--- src/rtl/fetch_stage.sv ---
// Instruction-fetch stage: owns the PC, issues in-order imem requests under a credit limit,
// buffers responses and presents {instr, pc, pc+4} to decode; redirects flush and drop stale responses.
module fetch_stage #(
  parameter int unsigned     XLEN     = 32,
  parameter logic [XLEN-1:0] RESET_PC = {XLEN{1'b0}},
  parameter int unsigned     DEPTH    = 2
) (
  input  logic            clk,
  input  logic            rst_n,
  output logic            imem_req_valid,
  input  logic            imem_req_ready,
  output logic [XLEN-1:0] imem_req_addr,
  input  logic            imem_rsp_valid,
  input  logic [31:0]     imem_rsp_data,
  input  logic            redirect_valid,
  input  logic [XLEN-1:0] redirect_pc,
  output logic            id_valid,
  input  logic            id_ready,
  output logic [31:0]     id_instr,
  output logic [XLEN-1:0] id_pc,
  output logic [XLEN-1:0] id_pc_plus4
);

  localparam int unsigned     PW       = (DEPTH > 1) ? $clog2(DEPTH) : 1;
  localparam int unsigned     CW       = $clog2(DEPTH + 1);
  localparam logic [PW-1:0]   LAST_IDX = PW'(DEPTH - 1);
  localparam logic [XLEN-1:0] PC_STEP  = XLEN'(32'd4);
  localparam logic [0:0]      ST_BOOT  = 1'b0;
  localparam logic [0:0]      ST_FETCH = 1'b1;

  function automatic logic [PW-1:0] ptr_inc(input logic [PW-1:0] p);
    return (p == LAST_IDX) ? {PW{1'b0}} : p + PW'(1'b1);
  endfunction

  logic [0:0]      state_q, state_d;
  logic [XLEN-1:0] pc_q, pc_d;
  logic [CW-1:0]   out_q, out_d;
  logic [CW-1:0]   drop_q, drop_d;
  logic [CW-1:0]   cnt_q, cnt_d;
  logic [PW-1:0]   rd_ptr_q, rd_ptr_d;
  logic [PW-1:0]   wr_ptr_q, wr_ptr_d;
  logic [PW-1:0]   tag_rd_q, tag_rd_d;
  logic [PW-1:0]   tag_wr_q, tag_wr_d;

  logic [XLEN-1:0] tag_q        [DEPTH];
  logic [31:0]     fifo_instr_q [DEPTH];
  logic [XLEN-1:0] fifo_pc_q    [DEPTH];
  logic [XLEN-1:0] fifo_pc4_q   [DEPTH];

  logic            id_fire_s;
  logic            req_accept_s;
  logic            push_s;
  logic [CW:0]     inflight_s;
  logic            unused_ok;

  // Credit counts everything in flight or buffered, minus the entry leaving this cycle.
  assign id_fire_s      = id_valid & id_ready;
  assign id_valid       = (cnt_q != {CW{1'b0}}) & ~redirect_valid;
  assign inflight_s     = {1'b0, out_q} + {1'b0, cnt_q} - (CW+1)'(id_fire_s);
  assign imem_req_valid = (state_q == ST_FETCH) & ~redirect_valid & (inflight_s < (CW+1)'(DEPTH));
  assign imem_req_addr  = pc_q;
  assign req_accept_s   = imem_req_valid & imem_req_ready;
  assign push_s         = imem_rsp_valid & ~redirect_valid & (drop_q == {CW{1'b0}});

  assign id_instr       = fifo_instr_q[rd_ptr_q];
  assign id_pc          = fifo_pc_q[rd_ptr_q];
  assign id_pc_plus4    = fifo_pc4_q[rd_ptr_q];
  assign unused_ok      = &{1'b0, redirect_pc[1:0]};

  // Next-state logic for PC, counters, pointers and boot FSM.
  always_comb begin
    state_d  = state_q;
    pc_d     = pc_q;
    out_d    = out_q + CW'(req_accept_s) - CW'(imem_rsp_valid);
    drop_d   = drop_q;
    cnt_d    = cnt_q;
    rd_ptr_d = rd_ptr_q;
    wr_ptr_d = wr_ptr_q;
    tag_wr_d = req_accept_s ? ptr_inc(tag_wr_q) : tag_wr_q;
    tag_rd_d = imem_rsp_valid ? ptr_inc(tag_rd_q) : tag_rd_q;

    case (state_q)
      ST_BOOT:  state_d = ST_FETCH;
      ST_FETCH: state_d = ST_FETCH;
      default:  state_d = ST_BOOT;
    endcase

    if (redirect_valid) begin
      // Everything still outstanding belongs to the old path, except a response landing now.
      pc_d     = {redirect_pc[XLEN-1:2], 2'b00};
      drop_d   = out_q - CW'(imem_rsp_valid);
      cnt_d    = {CW{1'b0}};
      rd_ptr_d = {PW{1'b0}};
      wr_ptr_d = {PW{1'b0}};
    end else begin
      if (req_accept_s) begin
        pc_d = pc_q + PC_STEP;
      end else begin
        pc_d = pc_q;
      end
      if (imem_rsp_valid && (drop_q != {CW{1'b0}})) begin
        drop_d = drop_q - CW'(1'b1);
      end else begin
        drop_d = drop_q;
      end
      cnt_d    = cnt_q + CW'(push_s) - CW'(id_fire_s);
      rd_ptr_d = id_fire_s ? ptr_inc(rd_ptr_q) : rd_ptr_q;
      wr_ptr_d = push_s ? ptr_inc(wr_ptr_q) : wr_ptr_q;
    end
  end

  // Control state registers.
  always_ff @(posedge clk or negedge rst_n) begin
    if (!rst_n) begin
      state_q  <= ST_BOOT;
      pc_q     <= RESET_PC;
      out_q    <= {CW{1'b0}};
      drop_q   <= {CW{1'b0}};
      cnt_q    <= {CW{1'b0}};
      rd_ptr_q <= {PW{1'b0}};
      wr_ptr_q <= {PW{1'b0}};
      tag_rd_q <= {PW{1'b0}};
      tag_wr_q <= {PW{1'b0}};
    end else begin
      state_q  <= state_d;
      pc_q     <= pc_d;
      out_q    <= out_d;
      drop_q   <= drop_d;
      cnt_q    <= cnt_d;
      rd_ptr_q <= rd_ptr_d;
      wr_ptr_q <= wr_ptr_d;
      tag_rd_q <= tag_rd_d;
      tag_wr_q <= tag_wr_d;
    end
  end

  // Request tag queue and response FIFO storage; cleared so decode sees zeros after reset.
  always_ff @(posedge clk or negedge rst_n) begin
    if (!rst_n) begin
      for (int i = 0; i < DEPTH; i++) begin
        tag_q[i]        <= {XLEN{1'b0}};
        fifo_instr_q[i] <= 32'h0000_0000;
        fifo_pc_q[i]    <= {XLEN{1'b0}};
        fifo_pc4_q[i]   <= {XLEN{1'b0}};
      end
    end else begin
      if (req_accept_s) begin
        tag_q[tag_wr_q] <= pc_q;
      end
      if (push_s) begin
        fifo_instr_q[wr_ptr_q] <= imem_rsp_data;
        fifo_pc_q[wr_ptr_q]    <= tag_q[tag_rd_q];
        fifo_pc4_q[wr_ptr_q]   <= tag_q[tag_rd_q] + PC_STEP;
      end
    end
  end

  // Memory must never answer a request that was not accepted; credits must prevent overflow.
  a_rsp_has_req: assert property (@(posedge clk) disable iff (!rst_n)
    !(imem_rsp_valid && (out_q == {CW{1'b0}})));
  a_no_overflow: assert property (@(posedge clk) disable iff (!rst_n)
    !(push_s && !id_fire_s && (cnt_q == CW'(DEPTH))));

endmodule

--- config.mk ---
export PLATFORM = sky130hd
export DESIGN_NAME = fetch_stage
export DESIGN_NICKNAME = d
export VERILOG_FILES = /design/src/rtl/fetch_stage.sv
export SDC_FILE = /design/constraint.sdc
export NUM_CORES = 1
export LEC_CHECK = 0
export CAP_MARGIN = 0
export CORE_ASPECT_RATIO = 0.6
export CORE_MARGIN = 2
export CORE_UTILIZATION = 38
export CTS_BUF_LIST = sky130_fd_sc_hd__clkbuf_16
export DETAILED_ROUTE_END_ITERATION = 8
export RECOVER_POWER = 25
export SLEW_MARGIN = 20
export SYNTH_ARGS = -nofsm -noshare
export SYNTH_HDL_FRONTEND = slang
export SYNTH_SLANG_ARGS = --single-unit
--- constraint.sdc ---
create_clock -name clk -period 6.38 [get_ports clk]
set_input_delay 0.638 -clock clk [delete_from_list [all_inputs] [get_ports clk]]
set_output_delay 0.638 -clock clk [all_outputs]
set_load 0.005 [all_outputs]
# Word-level counts from Yosys, hierarchy flattened
# Index checks and enable logic that the tools add are counted.
[totals]
reg_bits = 299
inputBits = 70
output_inout_bits = 130
elab_cells = 93
[classes]
n_addsub = 14
order_cmp = 7
mux = 33
bitwise_logic = 12
n_reduce_logical = 10
[ops]
columns = ["cell", "n"]
rows = [
  ["two-way mux 32 bit", 16],
  ["bitwise mux 64 bit", 4],
  ["adder 32 x 3 -> 32 bit, second input constant", 2],
  ["demux 32 bit (select 1 bit)", 2],
  ["nonzero test 2 bit", 6],
  [">= comparator 2 bit, second input constant", 4],
  ["two-way mux 1 bit", 8],
  ["inverter 1 -> 2 bit", 4],
  ["bitwise AND 1 bit", 7],
  ["two-way mux 2 bit", 3],
  ["subtractor 2 x 1 -> 2 bit", 3],
  ["adder 1 bit, second input constant", 4],
  ["adder 2 x 1 -> 2 bit", 2],
  ["< comparator 2 x 1 -> 1 bit, second input constant", 2],
  ["adder 2 x 2 -> 3 bit", 1],
  ["logical AND 1 bit", 3],
  ["< comparator 3 x 2 -> 1 bit, second input constant", 1],
  ["subtractor 3 x 1 -> 3 bit", 1],
  ["zero test 2 bit", 1],
  ["subtractor 2 x 1 -> 2 bit, second input constant", 1],
  ["inverter 1 bit", 1],
]

# Depth between registers and ports, before layout
# Gate-level depths: netlist of run 1.
[depth]
depth_word = 9
mapped_depth = 15
ltp_nobuf = 14

# Worst setup path before layout of run 1
# Ideal clock, no wire load.
[synth_path]
kind = "in2reg"
start = "input port redirect_valid"
end = "register out_q[1]"
arrival_time_ns = 3.505
t_required_ns = 6.257
setup_slack_ns = 2.753
path_stages = 15
n_path_buf = 2
cell_sequence = "clkbuf_1 > a21oi_1 > and2_1 > ha_1 > nand2b_1 > fa_1 > xnor2_1 > nor4b_1 > inv_1 > clkbuf_1 > ha_1 > inv_1 > ha_1 > xnor2_1 > xnor2_1"
[synth_between]
elab_chain_cells = 9
[synth_lines]
columns = ["item", "line", "text"]
rows = [
  ["start: declaration", "15", "input logic redirect_valid,"],
  ["inverter 1 bit", "58", "assign id_valid = (cnt_q != {CW{1'b0}}) & ~redirect_valid;"],
  ["bitwise AND 1 bit", "58", ""],
  ["via id_valid", "17", "output logic id_valid,"],
  ["bitwise AND 1 bit", "57", "assign id_fire_s = id_valid & id_ready;"],
  ["subtractor 3 x 1 -> 3 bit", "59", "assign inflight_s = {1'b0, out_q} + {1'b0, cnt_q} - (CW+1)'(id_fire_s);"],
  ["< comparator 3 x 2 -> 1 bit", "60", "assign imem_req_valid = (state_q == ST_FETCH) & ~redirect_valid & (inflight_s < (CW+1)'(DEPTH));"],
  ["bitwise AND 1 bit", "60", ""],
  ["bitwise AND 1 bit", "62", "assign req_accept_s = imem_req_valid & imem_req_ready;"],
  ["adder 2 x 1 -> 2 bit", "74", "out_d = out_q + CW'(req_accept_s) - CW'(imem_rsp_valid);"],
  ["subtractor 2 x 1 -> 2 bit", "74", ""],
  ["via out_d[1]", "37", "logic [CW-1:0] out_q, out_d;"],
  ["end signal: assignment", "117", "out_q <= {CW{1'b0}};"],
  ["end signal: assignment", "127", "out_q <= out_d;"],
  ["end: declaration", "37", ""],
]
# The timed path passes the listed nets, and every way through them passes these cells.
# A chain may end at the register's enable or synchronous reset.

# Final worst setup path of run 1
[layout_path]
start = "register tag_rd_q"
end = "register fifo_pc4_q[30] (netlist bit)"
[layout_between]
elab_chain_cells = 6
[layout_lines]
columns = ["item", "line", "text"]
rows = [
  ["start: declaration", "42", "logic [PW-1:0] tag_rd_q, tag_rd_d;"],
  ["start signal: assignment", "122", "tag_rd_q <= {PW{1'b0}};"],
  ["start signal: assignment", "132", "tag_rd_q <= tag_rd_d;"],
  ["inverter 1 -> 2 bit (not written as such)", "153", "fifo_pc4_q[wr_ptr_q] <= tag_q[tag_rd_q] + PC_STEP;"],
  ["two-way mux 32 bit (not written as such) (3 in a row)", "153", ""],
  ["adder 32 x 3 -> 32 bit", "153", ""],
  ["bitwise mux 64 bit", "153", ""],
  ["end signal: indexed assignment", "144", "fifo_pc4_q[i] <= {XLEN{1'b0}};"],
  ["end signal: indexed assignment", "153", ""],
  ["end: declaration", "48", "logic [XLEN-1:0] fifo_pc4_q [DEPTH];"],
]
# Every way passes these cells. The select of a mux whose other input is x is not followed.

==> results of run 1 <==
area by class of cell:
class,instances,share of cell area [%]
repair buffers,203,11.93
clock buffers,29,4.307
multi-input cells,971,36.68
clock inverters,23,0.8541
inverters,18,0.4010
well taps,467,3.468
flip-flops and latches,285,42.35
metrics by stage:
stage / instance area [um2] / total power [W] / instances / hold slack [ns] / utilization [%]
global placement: 15980 / 0.005367 / 1944 / 0.4514 / 45.21
finish: 16850 / 0.006998 / 1996 / 0.04850 / 47.67
floorplan: 13760 / 0.004282 / 1362 / 0.3424 / -
detailed placement: 15980 / 0.005451 / 1944 / 0.4567 / 45.21
global route: 16850 / 0.007483 / 1996 / 0.1050 / 47.67
CTS: 16850 / 0.007082 / 1996 / 0.08474 / 47.67
power by group:
group,internal [W],switching (W)
registers,0.00247,0.000521
logic,0.00135,0.00106
clock network,0.000867,0.000734
total,0.00469,0.00231
metal layers:
metal  wire [um]  up-vias
met2       16810      214
met3        1500       43
met4         450        0
met1       17160     5277
li1            -     5009
met5           0        -
sequential cells by signal, indices dropped and copies added (netlist names):
signal / flops
wr_ptr_q: 1
tag_rd_q: 1
fifo_instr_q: 64
imem_req_addr: 30
out_q: 2
drop_q: 2
rd_ptr_q: 1
cnt_q: 2
tag_wr_q: 1
tag_q: 60
fifo_pc4_q: 60
fifo_pc_q: 60
state_q: 1
worst max-delay path, stage by stage, from the launching register on:
cell     delay [ns]
dfrtp_1        1.42
buf_4          0.51
mux2i_1        0.25
inv_1          0.11
ha_1           0.22
nand2_1        0.07
o22ai_1        0.48
nand4_1        0.41
o31a_1         0.40
o31ai_1        0.26
cell families (layout without fill, tap and decap cells):
logic type | count (synthesis) | after routing | share of synthesized area (%)
DFF | 285 | 285 | 51.88
adders and majority gates | 11 | 11 | 1.056
and+or+nand+nor | 540 | 540 | 17.73
buffers and inverters | 106 | 273 | 3.577
xor gates and xnor gates | 24 | 24 | 1.529
other | 2 | 7 | 0.05464
AOI/OAI and AO/OA | 207 | 207 | 9.558
muxes | 182 | 182 | 14.61
cells in the mapped netlist, types with 3 or more instances:
cell	count
a31oi_1	3
buf_2	5
or3_1	8
mux2i_1	33
nand3b_1	15
a211oi_1	4
nor3_1	7
mux2_2	149
nand2b_1	8
o31ai_1	13
dfrtp_1	285
buf_4	7
nand3_1	40
xnor2_1	21
o21ai_0	103
o21a_1	3
o31a_1	4
a21oi_1	13
nand4_1	19
a221o_1	6
nand2_1	363
and4_1	7
o311ai_0	12
a211o_1	3
nor2b_1	12
xor2_1	3
and2_1	3
a32oi_1	3
buf_1	16
and3_1	7
nor2_1	27
inv_1	18
nand4b_1	4
ha_1	10
o211ai_1	10
a22oi_1	7
clkbuf_1	54
a21o_1	13
nor4_1	4
or4_1	3
path summary, 6_finish.rpt:
check | to | startpoint | cells after the start
hold / removal | imem_req_addr[11] | rst_n | 1
max in group asynchronous | fifo_pc4_q[37] | rst_n | 2
hold reg to reg | fifo_instr_q[9] | fifo_instr_q[9] | 2
min in group clk | fifo_instr_q[9] | fifo_instr_q[9] | 2
setup / recovery | fifo_pc4_q[30] | tag_rd_q | 9
setup reg to reg | fifo_pc4_q[30] | tag_rd_q | 9
==> metrics.md, run 1 <==
| Metric | Value |
|---|---|
| Multi-input gate area | 6180 um2 |
| DP Wirelength | 23,790 um |
| Setup TNS | 0 ns |
| Status | complete, but fails checks |
| Startpoint Class | flop |
| CP arrival | 4.73 ns |
| Remaining DRCs | 0 |
| Sequential-to-total area share from yosys stat | 51.88% |
| Synth Register Bits | 285 |
| Rel. slew slack | -37.66% |
| Post-CTS setup repair buffer count | 0 |
| Cts repair resizes | 0 |
| Core ar. | 35,350 um2 |
| Syn Inst Count | 1,357 |
| Violated checks | capacitance limit, slew limit |
| Rows | 53 |
| Clock latency on the worst-skew pair | 0.57 ns |
| RePlAce Congestion | 0.7937 |
| Met2 Usage GRT | 30.89% |
| Worst Max-Slew Pin Slew | 2.065 ns |
| Worst IR Drop VDD | 224.8 uV |
| Die Wd | 249.5 um |
| Top cell type's share of synthesized area | 51.88% |
| Vias in the first global route | 10,470 |
| Chip height | 151.3 um |
| Initial antenna violation count | 0 |
| Port buffer count | 191 |
| Most crowded layer after global routing | met2 |
| Largest net degree at the start of global routing | 161 |
| Mean post-synth cell area | 10.13 um2 |
| Async SR Flop Fraction | 100.0% |
| Clock Sinks | 285 |
| Antenna-violating nets left | 0 |
| First-pass GRT wire length | 57,950 um |
| Setup-failing EPs final | 0 |
| Crit. End Element | flop |
| Fmax | 0.2345 GHz |
| Worst Setup Slack, final | 2.116 ns |
| Post-place setup slack | 2.203 ns |
| Kind of critical path | flop to flop |
| Initial DRC count | 665 |
| Antenna diodes | 0 |
| Hold Crit Class | input port to async pin |
| Period Utilization, post-route | 66.83% |
| Die area | 37,760 um2 |
| DR WL/cell | 18.00 um |
| Post-CTS Hold Buffers | 0 |
| Htree depth | 1 |
| I/O Pins | 200 |
| Biggest area consumer among synthesized cells | dfrtp_1 |
| Final nets | 1,589 |
| Synthesized area | 13,750 um2 |
| Top_reg_cell synth | dfrtp_1 |
| Worst Clk Skew | 0.01412 ns |
| Yosys cell types | 61 |
| Initial core utilization | 38.89% |
| TritonCTS buffer count | 29 |
| Yosys warnings | 0 |
| Drt pass-1 iters | 4 |
| Worst endpoint required time | 6.85 ns |
| Power density over cell area | 415.4 nW/um2 |
| M3 GR Usage | 2.715% |
| RSZ-0062 raised after global routing | no |
| Aggregate routed wire length | 35,920 um |
| Max-Cap Viols | 2 |
| Fin. max-slew vios | 83 |
| Clock root cell | clkbuf_16 |
| Pleak | 7.742 nW |
| Routed vias | 10,543 |
| Area Overhead vs Synth | 22.57% |
| Post-synth EDFFs | 0 |
| Reg2reg setup slack | 2.12 ns |
| Vias/cell | 5.282 |
| Reg clk slew, reported paths | 0.06 ns |
| # fillers | 3,282 |
| Gr ovfl total | 0 |
| CP Max Fanout | 42 |
| CTS tree | built |
| Total GRT Usage | 19.06% |
| Share of cells above drive strength 1 | 14.19% |
| Longest Clk Path Bufs | 3 |
| Grt met1 use | 27.70% |
| Sequential cell area | 7136 um2 |
| Minimum clock period | 4.264 ns |
| Hold Fails Final Rpt | 0 |
| Commonest cells after routing, fill and taps aside | 362 x nand2_1, 284 x dfrtp_1, 188 x clkdlybuf4s50_1, 149 x mux2_2, 103 x o21ai_0 |
| Commonest non-fill, non-tap cell in the layout | nand2_1 |
| Area contributors post-synth | dfrtp_1 52%, mux2_2 12%, nand2_1 9.9% |
(Power assumes the default switching activity.)
==> inputs of run 2 (changes only) <==
- clock period: 6.38 -> 3.5 ns (I/O delays scaled with it)
==> metrics.md, run 2 (synthesis results as in run 1) <==
| Metric | Value |
|---|---|
| Status | complete, but fails checks |
| Violated checks | capacitance limit, slew limit |
| Reg clk slew, reported paths | 0.07 ns (about the same) |
| TritonCTS buffer count | 28 (-3.4%) |
| CP Max Fanout | 2 (-95%) |
| Routed vias | 10,528 (-0.14%) |
| Drt pass-1 iters | 6 (+2) |
| Final nets | 1,611 (+1.4%) |
| Hold Fails Final Rpt | 0 (unchanged) |
| Rel. slew slack | -31.16% (+6.5 points) |
| Sequential cell area | 7137 um2 (about the same) |
| Reg with most FFs | fifo_instr_q |
| Total GRT Usage | 19.21% (+0.15 points) |
| Crit. End Element | output pin |
| Htree depth | 1 (unchanged) |
| Placed Area | 16,270 um2 (+1.8%) |
| Antenna-violating nets left | 0 (unchanged) |
| Commonest cells after routing, fill and taps aside | 363 x nand2_1, 283 x dfrtp_1, 189 x clkdlybuf4s50_1, 149 x mux2_2, 103 x o21ai_0 |
| First-pass GRT wire length | 58,200 um (+0.43%) |
| Clock Sinks | 285 (unchanged) |
| RePlAce Congestion | 0.8297 (+4.5%) |
| Max FFs per register | 64 (unchanged) |
| Power density over cell area | 768.8 nW/um2 (+85%) |
| Minimum clock period | 3.311 ns |
| Commonest non-fill, non-tap cell in the layout | nand2_1 |
| CTS tree | built |
| Area Overhead vs Synth | 25.67% |
| Longest Clk Path Bufs | 3 (unchanged) |
| Aggregate routed wire length | 36,360 um (+1.2%) |
| Pleak | 7.926 nW (+2.4%) |
| Vias/cell | 5.214 (-1.3%) |
| I/O Pins | 200 (unchanged) |
| Hold Crit Class | input port to async pin |
| Antenna diodes | 0 (unchanged) |
| Worst Max-Slew Pin Slew | 1.967 ns (-0.09743 ns) |
| Kind of critical path | flop to output pin |
| DP Wirelength | 25,020 um (+5.2%) |
| Remaining DRCs | 0 (unchanged) |
| Fin. max-slew vios | 187 (+130%) |
| Vias in the first global route | 10,439 (-0.30%) |
| CP arrival | 2.96 ns (-1.77 ns) |
| Worst Clk Skew | 0.01229 ns (-0.001827 ns) |
| Worst endpoint required time | 3.15 ns (-3.70 ns) |
| Initial DRC count | 827 (+24%) |
| Chip height | 151.3 um (unchanged) |
| Rows | 53 (unchanged) |
| Slowest library cell on the worst path | clkdlybuf4s50_1 |
| # fillers | 3,217 (-2.0%) |
| DR WL/cell | 18.01 um (about the same) |
| Max-Cap Viols | 1 (-1) |
| Clock latency on the worst-skew pair | 0.55 ns (-0.02 ns) |
| Die Wd | 249.5 um (unchanged) |
| Design area | 17,270 um2 (+2.5%) |
| Final core utilization | 48.87% (+1.2 points) |
| Fmax | 0.3021 GHz |
| Die area | 37,760 um2 (unchanged) |
| Worst IR Drop VDD | 437.6 uV (+95%) |
| Crit path cell chain | inv_1, a21oi_1, and2_1, ha_1, nand2b_1, fa_1, nand2_1, nor3_2, clkdlybuf4s50_1 |
| CP max stage delay | 0.52 ns (-0.90 ns) |
| Share of cells above drive strength 1 | 16.11% (+1.9 points) |
| Initial antenna violation count | 0 (unchanged) |
| Startpoint Class | flop |
| Port buffer count | 191 (unchanged) |
| Initial core utilization | 38.89% (unchanged) |
| Clock root cell | clkbuf_16 |
| Setup-failing EPs final | 0 (unchanged) |
| Period Utilization, post-route | 94.59% |
| Core ar. | 35,350 um2 (unchanged) |
| Largest net degree at the start of global routing | 111 (-31%) |
| Gr ovfl total | 0 (unchanged) |
| Multi-input gate area | 6180 um2 (unchanged) |
[run 2: cell count changes in the layout (fill, tap and decap cells not counted), moves of 3 or more]
| cell | change |
|---|---|
| buf_12 | +8 |
| clkinv_2 | +3 |
| buf_4 | +13 |
| inv_1 | -11 |
| bufinv_16 | +6 |
[run 2: worst paths after layout]
kind                                      to  cells after the start  slack [ns]              start
min in group clk            fifo_instr_q[57]                      3        0.36  imem_rsp_data[25]
hold / removal             imem_req_addr[10]                      2        0.32              rst_n
setup reg to reg                    out_q[1]                     14        0.30           cnt_q[1]
hold reg to reg             fifo_instr_q[23]                      2        0.47   fifo_instr_q[23]
setup / recovery              imem_req_valid                      9        0.19           cnt_q[1]
max in group asynchronous           rd_ptr_q                      3        0.65              rst_n
[run 2: metal layers]
metal | part of all wire [%] | GRT usage, % | vias up
li1 | - | - | 5065
met1 | 48 | 27.99 | 5208
met2 | 47 | 30.87 | 211
met3 | 3.4 | 2.578 | 44
met4 | 1.5 | 3.675 | 0
met5 | 0 | 0 | -
[run 2: final cells by class]
class	instances	share of cell area, %
Clock buffer	29	4.201
Clock inverter	23	1.695
Inverter	18	0.3911
Multi-Input combinational cell	971	35.77
Sequential cell	285	41.32
Tap cell	467	3.383
Timing Repair Buffer	226	13.24
[run 2: power by group]
part | internal, W | total, W | switching [W] | leakage [nW]
logic | 0.00253 | 0.00455 | 0.00202 | 3.67
clock network | 0.00202 | 0.00334 | 0.00132 | 0.505
registers | 0.00450 | 0.00539 | 0.000891 | 3.75
[run 2: worst max-delay path, delay by kind of cell, from the launching register on]
family | cells | cell delay [ns]
adder cells (fa/ha/maj) | 2 | 0.71
buffers and inverters | 2 | 0.58
AND/OR/NAND/NOR | 4 | 0.58
flip-flops | 1 | 0.36
AO/OA/AOI/OAI | 1 | 0.17
[run 2: metrics by stage]
stage          setup WS, ns  power, W  hold slack [ns]  setup TNS [ns]  cells
5_1_grt           -0.007115   0.01416           0.3485       -0.007115   2019
2_1_floorplan        0.1608  0.007805          0.05441               0   1362
6_report             0.1894   0.01328           0.3151               0   2019
4_1_cts             0.09811   0.01346           0.3200               0   2019
3_3_place_gp         0.1677  0.009889           0.3097               0   1966
3_5_place_dp        0.08432   0.01005           0.3110               0   1966
[run 2: repair_timing]
item	CTS	global route
setup buffers	0	0
hold buffers	1	0
endpoints found under the hold margin	52	0
endpoints found under the setup margin	0	2
gates resized for setup	0	2
